==> config.mk <==
export PLATFORM = sky130hd
export DESIGN_NAME = thumb_decode_stage
export DESIGN_NICKNAME = d
export VERILOG_FILES = /design/src/rtl/thumb_pkg.sv /design/src/rtl/thumb_fmt_decode.sv /design/src/rtl/thumb_decode_stage.sv
export SDC_FILE = /design/constraint.sdc
export NUM_CORES = 1
export LEC_CHECK = 0
export CAP_MARGIN = 20
export CORE_ASPECT_RATIO = 0.8
export CORE_MARGIN = 3
export CORE_UTILIZATION = 48
export CTS_CLUSTER_DIAMETER = 80
export CTS_CLUSTER_SIZE = 10
export DETAILED_ROUTE_END_ITERATION = 16
export MAX_ROUTING_LAYER = met4
export PLACE_DENSITY_LB_ADDON = 0.12
export SYNTH_ARGS = -nofsm -noshare
export SYNTH_HDL_FRONTEND = slang
export SYNTH_HIERARCHICAL = 1
export SYNTH_SLANG_ARGS = --single-unit
==> constraint.sdc <==
create_clock -name clk -period 2.7 [get_ports clk]
set_input_delay 0.54 -clock clk [delete_from_list [all_inputs] [get_ports clk]]
set_output_delay 0.54 -clock clk [all_outputs]
set_load 0.01 [all_outputs]
==> src/rtl/thumb_pkg.sv <==
// Shared Thumb decode types: format select codes, skid FSM states and the decoded payload.
package thumb_pkg;

  typedef logic [4:0] sel_t;

  localparam sel_t SEL_INVALID       = 5'd0;
  localparam sel_t SEL_SHIFT         = 5'd1;
  localparam sel_t SEL_ADD_SUB       = 5'd2;
  localparam sel_t SEL_MOV_CMP_IMM   = 5'd3;
  localparam sel_t SEL_ALU           = 5'd4;
  localparam sel_t SEL_HI_REG_BX     = 5'd5;
  localparam sel_t SEL_PC_LDR        = 5'd6;
  localparam sel_t SEL_LDR_STR_REG   = 5'd7;
  localparam sel_t SEL_LDR_STR_SIGN  = 5'd8;
  localparam sel_t SEL_LDR_STR_IMM   = 5'd9;
  localparam sel_t SEL_LDR_STR_HALF  = 5'd10;
  localparam sel_t SEL_SP_LDR_STR    = 5'd11;
  localparam sel_t SEL_LOAD_ADDR     = 5'd12;
  localparam sel_t SEL_SP_ADJ        = 5'd13;
  localparam sel_t SEL_PUSH_POP      = 5'd14;
  localparam sel_t SEL_MULTI_LDM_STM = 5'd15;
  localparam sel_t SEL_COND_B        = 5'd16;
  localparam sel_t SEL_SWI           = 5'd17;
  localparam sel_t SEL_UNCOND_B      = 5'd18;
  localparam sel_t SEL_LONG_BL       = 5'd19;

  typedef enum logic [1:0] {
    ST_EMPTY = 2'd0,
    ST_ONE   = 2'd1,
    ST_TWO   = 2'd2
  } skid_st_t;

  // The PC tag width is a top-level parameter, so it travels beside this struct.
  typedef struct packed {
    sel_t        sel;
    logic [2:0]  rd;
    logic [2:0]  rs;
    logic [2:0]  rn;
    logic [10:0] imm;
    logic [15:0] instr;
  } dec_t;

  function automatic logic sel_is_illegal(input sel_t s);
    return s == SEL_INVALID;
  endfunction

endpackage

==> src/rtl/thumb_fmt_decode.sv <==
// Combinational Thumb format classifier: 16-bit instruction -> format select, first match wins.
// Zero latency; no handshake, so no backpressure of its own.
module thumb_fmt_decode
  import thumb_pkg::*;
(
  input  logic [15:0] instr,
  output sel_t        sel
);

  // The low byte never takes part in format selection.
  logic unused_low;
  assign unused_low = ^instr[7:0];

  always_comb begin
    sel = SEL_INVALID;
    if (instr[15:13] == 3'b000 && instr[12:11] != 2'b11)      sel = SEL_SHIFT;
    else if (instr[15:11] == 5'b00011)                         sel = SEL_ADD_SUB;
    else if (instr[15:13] == 3'b001)                           sel = SEL_MOV_CMP_IMM;
    else if (instr[15:10] == 6'b010000)                        sel = SEL_ALU;
    else if (instr[15:10] == 6'b010001)                        sel = SEL_HI_REG_BX;
    else if (instr[15:11] == 5'b01001)                         sel = SEL_PC_LDR;
    else if (instr[15:12] == 4'b0101 && !instr[9])             sel = SEL_LDR_STR_REG;
    else if (instr[15:12] == 4'b0101)                          sel = SEL_LDR_STR_SIGN;
    else if (instr[15:13] == 3'b011)                           sel = SEL_LDR_STR_IMM;
    else if (instr[15:12] == 4'b1000)                          sel = SEL_LDR_STR_HALF;
    else if (instr[15:12] == 4'b1001)                          sel = SEL_SP_LDR_STR;
    else if (instr[15:12] == 4'b1010)                          sel = SEL_LOAD_ADDR;
    else if (instr[15:8] == 8'b10110000)                       sel = SEL_SP_ADJ;
    else if (instr[15:12] == 4'b1011 && instr[10:9] == 2'b10)  sel = SEL_PUSH_POP;
    else if (instr[15:12] == 4'b1100)                          sel = SEL_MULTI_LDM_STM;
    else if (instr[15:12] == 4'b1101 && instr[11:9] != 3'b111) sel = SEL_COND_B;
    else if (instr[15:8] == 8'b11011111)                       sel = SEL_SWI;
    else if (instr[15:11] == 5'b11100)                         sel = SEL_UNCOND_B;
    else if (instr[15:12] == 4'b1111)                          sel = SEL_LONG_BL;
  end

endmodule

==> src/rtl/thumb_decode_stage.sv <==
// Thumb decode slice: classify + field-extract, 2-entry skid (main + skid register), illegal counter.
// Latency: accept edge == out_valid edge. Backpressure: registered in_ready drops once both entries hold data.
module thumb_decode_stage
  import thumb_pkg::*;
#(
  parameter int PC_W  = 32,
  parameter int SEL_W = 5,
  parameter int CNT_W = 8
) (
  input  logic             clk,
  input  logic             rst_n,
  input  logic             flush,
  input  logic             in_valid,
  output logic             in_ready,
  input  logic [15:0]      in_instr,
  input  logic [PC_W-1:0]  in_pc,
  output logic             out_valid,
  input  logic             out_ready,
  output logic [SEL_W-1:0] out_sel,
  output logic [2:0]       out_rd,
  output logic [2:0]       out_rs,
  output logic [2:0]       out_rn,
  output logic [10:0]      out_imm,
  output logic [15:0]      out_instr,
  output logic [PC_W-1:0]  out_pc,
  output logic             out_illegal,
  output logic [CNT_W-1:0] illegal_cnt
);

  skid_st_t        state_q, state_d;
  logic            in_ready_q;
  sel_t            in_sel;
  dec_t            in_dec, main_q, skid_q;
  logic [PC_W-1:0] main_pc_q, skid_pc_q;
  logic [CNT_W-1:0] cnt_q;
  logic            accept, consume;
  logic            ld_main_in, ld_main_skid, ld_skid;

  thumb_fmt_decode u_fmt (
    .instr (in_instr),
    .sel   (in_sel)
  );

  assign in_dec = '{sel: in_sel, rd: in_instr[2:0], rs: in_instr[5:3], rn: in_instr[8:6],
                    imm: in_instr[10:0], instr: in_instr};

  assign out_valid = (state_q != ST_EMPTY);
  assign accept    = in_valid & in_ready_q;
  assign consume   = out_valid & out_ready;

  always_ff @(posedge clk) begin
    if (!rst_n) begin
      state_q    <= ST_EMPTY;
      in_ready_q <= 1'b1;
    end else begin
      state_q    <= state_d;
      in_ready_q <= (state_d != ST_TWO);
    end
  end

  always_comb begin
    state_d = state_q;
    if (flush) begin
      state_d = ST_EMPTY;
    end else begin
      case (state_q)
        ST_EMPTY: if (accept) state_d = ST_ONE;
        ST_ONE: begin
          if (accept && !consume)      state_d = ST_TWO;
          else if (!accept && consume) state_d = ST_EMPTY;
        end
        ST_TWO:   if (consume) state_d = ST_ONE;
        default:  state_d = ST_EMPTY;
      endcase
    end
  end

  // Flush suppresses every load; the payload is don't-care once the buffer is empty.
  always_comb begin
    ld_main_in   = 1'b0;
    ld_main_skid = 1'b0;
    ld_skid      = 1'b0;
    if (!flush) begin
      case (state_q)
        ST_EMPTY: ld_main_in = accept;
        ST_ONE: begin
          ld_main_in = accept & consume;
          ld_skid    = accept & ~consume;
        end
        ST_TWO:   ld_main_skid = consume;
        default: ;
      endcase
    end
  end

  always_ff @(posedge clk) begin
    if (!rst_n) begin
      main_q    <= '0;
      main_pc_q <= '0;
      skid_q    <= '0;
      skid_pc_q <= '0;
    end else begin
      if (ld_main_in) begin
        main_q    <= in_dec;
        main_pc_q <= in_pc;
      end else if (ld_main_skid) begin
        main_q    <= skid_q;
        main_pc_q <= skid_pc_q;
      end
      if (ld_skid) begin
        skid_q    <= in_dec;
        skid_pc_q <= in_pc;
      end
    end
  end

  always_ff @(posedge clk) begin
    if (!rst_n) begin
      cnt_q <= '0;
    end else if (accept && !flush && sel_is_illegal(in_sel) && cnt_q != '1) begin
      cnt_q <= cnt_q + CNT_W'(1);
    end
  end

  assign in_ready    = in_ready_q;
  assign out_sel     = SEL_W'(main_q.sel);
  assign out_rd      = main_q.rd;
  assign out_rs      = main_q.rs;
  assign out_rn      = main_q.rn;
  assign out_imm     = main_q.imm;
  assign out_instr   = main_q.instr;
  assign out_pc      = main_pc_q;
  assign out_illegal = sel_is_illegal(main_q.sel);
  assign illegal_cnt = cnt_q;

endmodule
==> results of run 1 <==
==> flip-flops by register name (all words and copies together) (netlist names), 4 cells and up <==
name,flops
out_sel,5
skid_q,21
out_pc,32
out_imm,4
out_instr,6
skid_pc_q,32
illegal_cnt,8
==> worst max-delay path, delay by kind of cell <==
kind / cells / cell delay, ps
AND/OR/NAND/NOR: 5 / 1200
AO/OA/AOI/OAI: 3 / 560
buffers and inverters: 2 / 550
==> layer usage <==
metal,share of wire,vias to the layer above,GRT usage
met4,0.0058,0,0.0675
met1,0.44,2239,0.288
met3,0.075,8,0.0723
met5,0,-,-
li1,-,2324,-
met2,0.47,178,0.377
==> cell usage in the layout (no fill, tap or decap), types with 4 or more instances in the layout <==
cell	n
bufinv_16	4
nor2_1	12
nand2_1	163
clkbuf_16	17
dlymetal6s2s_1	4
a21oi_1	118
clkinv_2	6
or4_1	4
clkdlybuf4s50_1	130
nor2b_1	7
nor3_1	4
buf_4	33
nand3_1	6
o21ai_0	6
a22oi_1	53
dfxtp_1	117
==> kinds of logic after synthesis <==
family,Yosys count,synth area share
DFF,117,0.479
xor gates and xnor gates,3,0.00537
buffers and inverters,68,0.0759
adders and majority gates,1,0.00256
and+or+nand+nor,219,0.198
AOI/OAI and AO/OA,191,0.233
muxes,3,0.00639
==> final timing paths <==
check	endpoint	slack (ps)	depth (start not counted)
worst min-delay path	out_pc[24]$_SDFFE_PN0P_	450	2
worst min register to register	out_pc[24]$_SDFFE_PN0P_	450	2
worst max-delay path	illegal_cnt[4]$_SDFFE_PN0P_	190	10
worst max register to register	illegal_cnt[1]$_SDFFE_PN0P_	1110	6
==> area by class of cell <==
type                            count  area [um2]  area share
Timing Repair Buffer              172        1670       0.238
Sequential cell                   117        2340       0.334
Tap cell                          136         170      0.0243
Multi-Input combinational cell    417        2200       0.314
Clock buffer                       21         460      0.0657
Clock inverter                     10         154      0.0220
Inverter                            3        12.5     0.00179
==> power by group <==
| part | switching [mW] | internal, mW | total, mW |
|---|---|---|---|
| Clock | 0.744 | 1.58 | 2.32 |
| Combinational | 0.224 | 0.253 | 0.477 |
| Sequential | 0.0293 | 1.78 | 1.80 |
==> synth_stat cells, types with 3 or more instances <==
cell type  number
buf_4          20
o21ai_0         6
buf_2          21
or4_1           4
clkbuf_1       17
nand3_1         6
or3_1           3
nor2b_1         7
a21oi_1       118
buf_1           5
o31ai_1         3
nor3_1          4
nand2_1       164
nor2_1         12
xor2_1          3
nand2b_1        3
a22oi_1        53
dfxtp_1       117
==> stage by stage <==
| stage | TNS, ps | setup WS (ps) | cells | hold WS, ps | util |
|---|---|---|---|---|---|
| global route | 0 | 59.8 | 876 | 466 | 0.717 |
| global placement | -1850 | -362 | 844 | 441 | 0.652 |
| detailed placement | -2800 | -495 | 844 | 446 | 0.652 |
| finish | 0 | 191 | 876 | 452 | 0.717 |
| floorplan | 0 | 181 | 602 | 433 | - |
| CTS | 0 | 4.33 | 875 | 453 | 0.714 |
==> what timing repair did <==
item	in CTS	in global routing
setup endpoints to repair	3	6
setup buffers	0	1
endpoints found under the hold margin	0	0
cloned	0	0
gates resized for setup	2	6
pin swaps	2	5
hold buffers	0	0
==> impl_metrics.json, run 1 <==
{
  "syn2layout_area_growth_pct": 43.2,
  "dieArea_um2": 11400,
  "dr.pass1.iters": 5,
  "clock_path_buffers": 2,
  "slew_violations": 0,
  "min-delay-start": "out_pc[24]$_SDFFE_PN0P_",
  "grt-ovfl-total": 0,
  "vias": 4749,
  "seq_area_frac_synth": 0.479,
  "drc_errors": 0,
  "critPathRequiredTime_ps": 3030,
  "synthTopCellsByArea": "dfxtp_1 (48%), nand2_1 (13%), a21oi_1 (12%)",
  "die_w_um": 119,
  "core_area_um2": 9770,
  "hold_violations": 0,
  "crit_fanout": 10,
  "grt_usage": 0.235,
  "period_share": 0.929,
  "power.leakage_nw": 2.48,
  "wl_um": 13100,
  "crit_type": "in2reg",
  "synth_async_sr_flop_share": 0,
  "portBuffers": 136,
  "drive_gt1_frac": 0.105,
  "place.gp.congestion": 0.903,
  "cp_slowest_stage_delay_ps": 390,
  "fmax_mhz": 399,
  "via_per_inst": 5.42,
  "synthesis.area_um2": 4890,
  "ys.flop_type": "dfxtp_1",
  "drv_cap": 0,
  "r2r_start": "illegal_cnt[0]$_SDFFE_PN0P_",
  "initial_core_util": 0.501,
  "synth_top_area_share": 0.479,
  "antenna_cells": 0,
  "io_pins": 137,
  "root_buffer": "clkbuf_16",
  "power_density_nw_per_um2": 657,
  "crit_path_end_kind": "register",
  "cp.arrival_ps": 2840,
  "cp-start-kind": "input port",
  "ant_nets": 0,
  "stdcell_area_um2": 7010,
  "grt_pass1_wl_um": 21200,
  "slowest_stage": "dlygate4sd2_1",
  "cts_htree_levels": 4,
  "synth_area_leader_cell": "dfxtp_1",
  "status": "complete, no violations",
  "worstSkewPairLatency_ps": 400,
  "syn_nets": 656,
  "nets": 782,
  "cts_tree": "done",
  "hold_path.class": "reg2reg",
  "p_total_mw": 4.61,
  "synth_warnings": 6,
  "final-setup-viol-count": 0,
  "cts_made_buffers": 17,
  "ys_types": 45,
  "crit_path_start": "in_instr[14]",
  "ir_worst_vdd_mv": 0.528,
  "cpMostUsedCell": "nor2b_1",
  "ys_ff_latch": 117,
  "fp.dieH_um": 96.3,
  "rsz0062_at_grt": "no",
  "row_count": 32,
  "finalClockSkew_ps": 13.5,
  "clk_pin_slew_ps": 50,
  "crit_chain": "dlygate4sd2_1, nor2b_1, a32oi_1, nor2b_1, or2_1, nor4_4, o211ai_4, buf_4, or3_1, a21oi_1",
  "antenna_found_initial": 0,
  "synth_cells": 602,
  "period_minus_slack_ps": 2510,
  "dp_hpwl_um": 8550,
  "placed_area_um2": 6370,
  "grt_pass1_vias": 4441,
  "worst_pin_slew_ps": 470,
  "grt_max_degree": 107,
  "drtIter0Drc": 413,
  "slew_headroom": 0.687,
  "clock-sinks": 117,
  "num-fill-cells": 789,
  "synth_edf_count": 0,
  "avgSynthCellArea_um2": 8.13,
  "post_drt_wl_per_cell_um": 15.0
}
No activity file was read; power rests on OpenSTA's default activity.
==> run 2: changes to the inputs <==
--- a/config.mk
+++ b/config.mk
@@ -14,6 +14,7 @@
 export DETAILED_ROUTE_END_ITERATION = 16
 export MAX_ROUTING_LAYER = met4
 export PLACE_DENSITY_LB_ADDON = 0.12
+export SKIP_CTS_REPAIR_TIMING = 1
 export SYNTH_ARGS = -nofsm -noshare
 export SYNTH_HDL_FRONTEND = slang
 export SYNTH_HIERARCHICAL = 1
==> run 2 against run 1 <==
  * Final cell count did not move
  * Design area rose by 0.11%
  * Sequential power barely moved
  * Fmax fell by 0.63%
  * Wire length fell by 0.31%
  * Die area did not move
  * Combinational power barely moved
  * Clock power barely moved
  * Sequential share of layout area barely moved
  * Setup slack got worse by 16 ps
  * Critical endpoint is now illegal_cnt[1]$_SDFFE_PN0P_
  * Largest cell class unchanged
==> impl_metrics.json, run 2 (same netlist as run 1, synthesis figures left out) <==
{
  "cts_htree_levels": 4,
  "crit_type": "in2reg",
  "grt_pass1_vias": 4441,
  "layout_common_cells": "nand2_1 (163), clkdlybuf4s50_1 (130), a21oi_1 (118), dfxtp_1 (117), a22oi_1 (53)",
  "io_pins": 137,
  "ff2ff_setup_slack_ps": 1110,
  "worst_slack_ps": 175,
  "drive_gt1_frac": 0.105,
  "cp_slowest_stage_delay_ps": 450,
  "crit_path_end_kind": "register",
  "fmax_mhz": 396,
  "rsz0062_at_grt": "no",
  "dr.pass1.iters": 5,
  "cp.arrival_ps": 2820,
  "grt_pass1_wl_um": 21200,
  "dieArea_um2": 11400,
  "utilization": 0.718,
  "initial_core_util": 0.501,
  "hold_violations": 0,
  "seq_area_um2": 2340,
  "portBuffers": 136,
  "intPower_mw": 3.61,
  "power_switching_mw": 1.00,
  "fp.dieH_um": 96.3,
  "p_sw_frac": 0.217,
  "power.leakage_nw": 2.49,
  "grt_usage": 0.235,
  "clock_power_share": 0.505,
  "via_per_inst": 5.43,
  "stdcell_area_um2": 7020,
  "slew_headroom": 0.686,
  "post_drt_wl_per_cell_um": 14.9,
  "crit_buf_inv": 3,
  "drc_errors": 0,
  "final-setup-viol-count": 0,
  "placed_area_um2": 6370,
  "cts_tree": "done",
  "hold_path.class": "reg2reg",
  "die_w_um": 119,
  "place.gp.congestion": 0.903,
  "grt_max_degree": 107,
  "cts_made_buffers": 17,
  "crit_chain": "clkdlybuf4s50_1, nor2_1, nand2_1, buf_4, a22o_1, o32ai_1, and4bb_2, o211ai_4, buf_4, mux2i_1, nor2_1",
  "period_share": 0.935,
  "row_count": 32,
  "power_density_nw_per_um2": 657,
  "ir_worst_vdd_mv": 0.528,
  "antenna_found_initial": 0,
  "num-fill-cells": 787,
  "post-place-ws_ps": -495,
  "cpLargestDelayFamily": "buffers and inverters",
  "p_total_mw": 4.61,
  "slew_violations": 0,
  "clock-sinks": 117,
  "period_minus_slack_ps": 2530,
  "seq_power_share": 0.391,
  "holdWs_ps": 451,
  "multi_input_area_um2": 2200,
  "dp_hpwl_um": 8550,
  "nets": 782,
  "core_area_um2": 9770,
  "finalClockSkew_ps": 13.7,
  "crit_fanout": 7,
  "vias": 4761,
  "slowest_stage": "clkdlybuf4s50_1",
  "worstSkewPairLatency_ps": 400,
  "syn2layout_area_growth_pct": 43.4,
  "clock_path_buffers": 2,
  "cp-start-kind": "input port",
  "drv_cap": 0,
  "antenna_cells": 0,
  "critPathRequiredTime_ps": 2990,
  "power_frac_comb": 0.104,
  "wl_um": 13100,
  "worst_pin_slew_ps": 472,
  "clk_pin_slew_ps": 50,
  "ant_nets": 0,
  "final_common_cell": "nand2_1",
  "status": "complete, no violations",
  "drtIter0Drc": 388,
  "grt-ovfl-total": 0,
  "root_buffer": "clkbuf_16"
}
run 2: worst register-to-register path, delay by kind of cell, from the launching register on:
family | cells | cell delay (ps)
fa+ha+maj | 1 | 250
flops | 1 | 390
buf+inv | 1 | 180
mux | 1 | 190
simple gates | 2 | 210
compound gates | 1 | 270
run 2: through the flow:
stage               setup TNS, ps  instances
finish                          0        876
global route                    0        876
CTS                          -230        875
detailed placement          -2800        844
global placement            -1850        844
floorplan                       0        602
run 2: final cells by class:
type,instances,share of cell area
flip-flops and latches,117,0.334
multi-input cells,417,0.314
inverters,3,0.00178
clock inverters,10,0.0219
clock buffers,21,0.0656
well taps,136,0.0243
repair buffers,172,0.239
run 2: metal layers:
metal,track usage,vias to the layer above,routed length [um]
met5,-,-,0
met4,0.0675,0,76
met3,0.0723,9,1060
met2,0.377,188,6250
met1,0.288,2237,5670
li1,-,2327,-
run 2: power groups by stage:
| stage | Clock (mW) | Combinational (mW) | Sequential (mW) |
|---|---|---|---|
| detailed placement | 0 | 0.473 | 1.84 |
| finish | 2.33 | 0.478 | 1.80 |
| global route | 2.44 | 0.516 | 1.81 |
| global placement | 0 | 0.464 | 1.84 |
| CTS | 2.35 | 0.476 | 1.80 |
| floorplan | 0 | 0.197 | 1.85 |
run 2: path summary, 6_finish.rpt:
check | from | endpoint | depth (start not counted)
hold reg to reg | out_pc[24]$_SDFFE_PN0P_ | out_pc[24]$_SDFFE_PN0P_ | 2
setup reg to reg | illegal_cnt[0]$_SDFFE_PN0P_ | illegal_cnt[1]$_SDFFE_PN0P_ | 6
hold / removal | out_pc[24]$_SDFFE_PN0P_ | out_pc[24]$_SDFFE_PN0P_ | 2
setup / recovery | in_instr[8] | illegal_cnt[1]$_SDFFE_PN0P_ | 11
==> run 3: changes to the inputs <==
--- a/config.mk
+++ b/config.mk
@@ -10,7 +10,6 @@
 export CORE_MARGIN = 3
 export CORE_UTILIZATION = 48
 export CTS_CLUSTER_DIAMETER = 80
-export CTS_CLUSTER_SIZE = 10
 export DETAILED_ROUTE_END_ITERATION = 16
 export MAX_ROUTING_LAYER = met4
 export PLACE_DENSITY_LB_ADDON = 0.12
==> results of run 3 <==
Same layout as run 2: the final DEF is identical, and so are final timing and power.
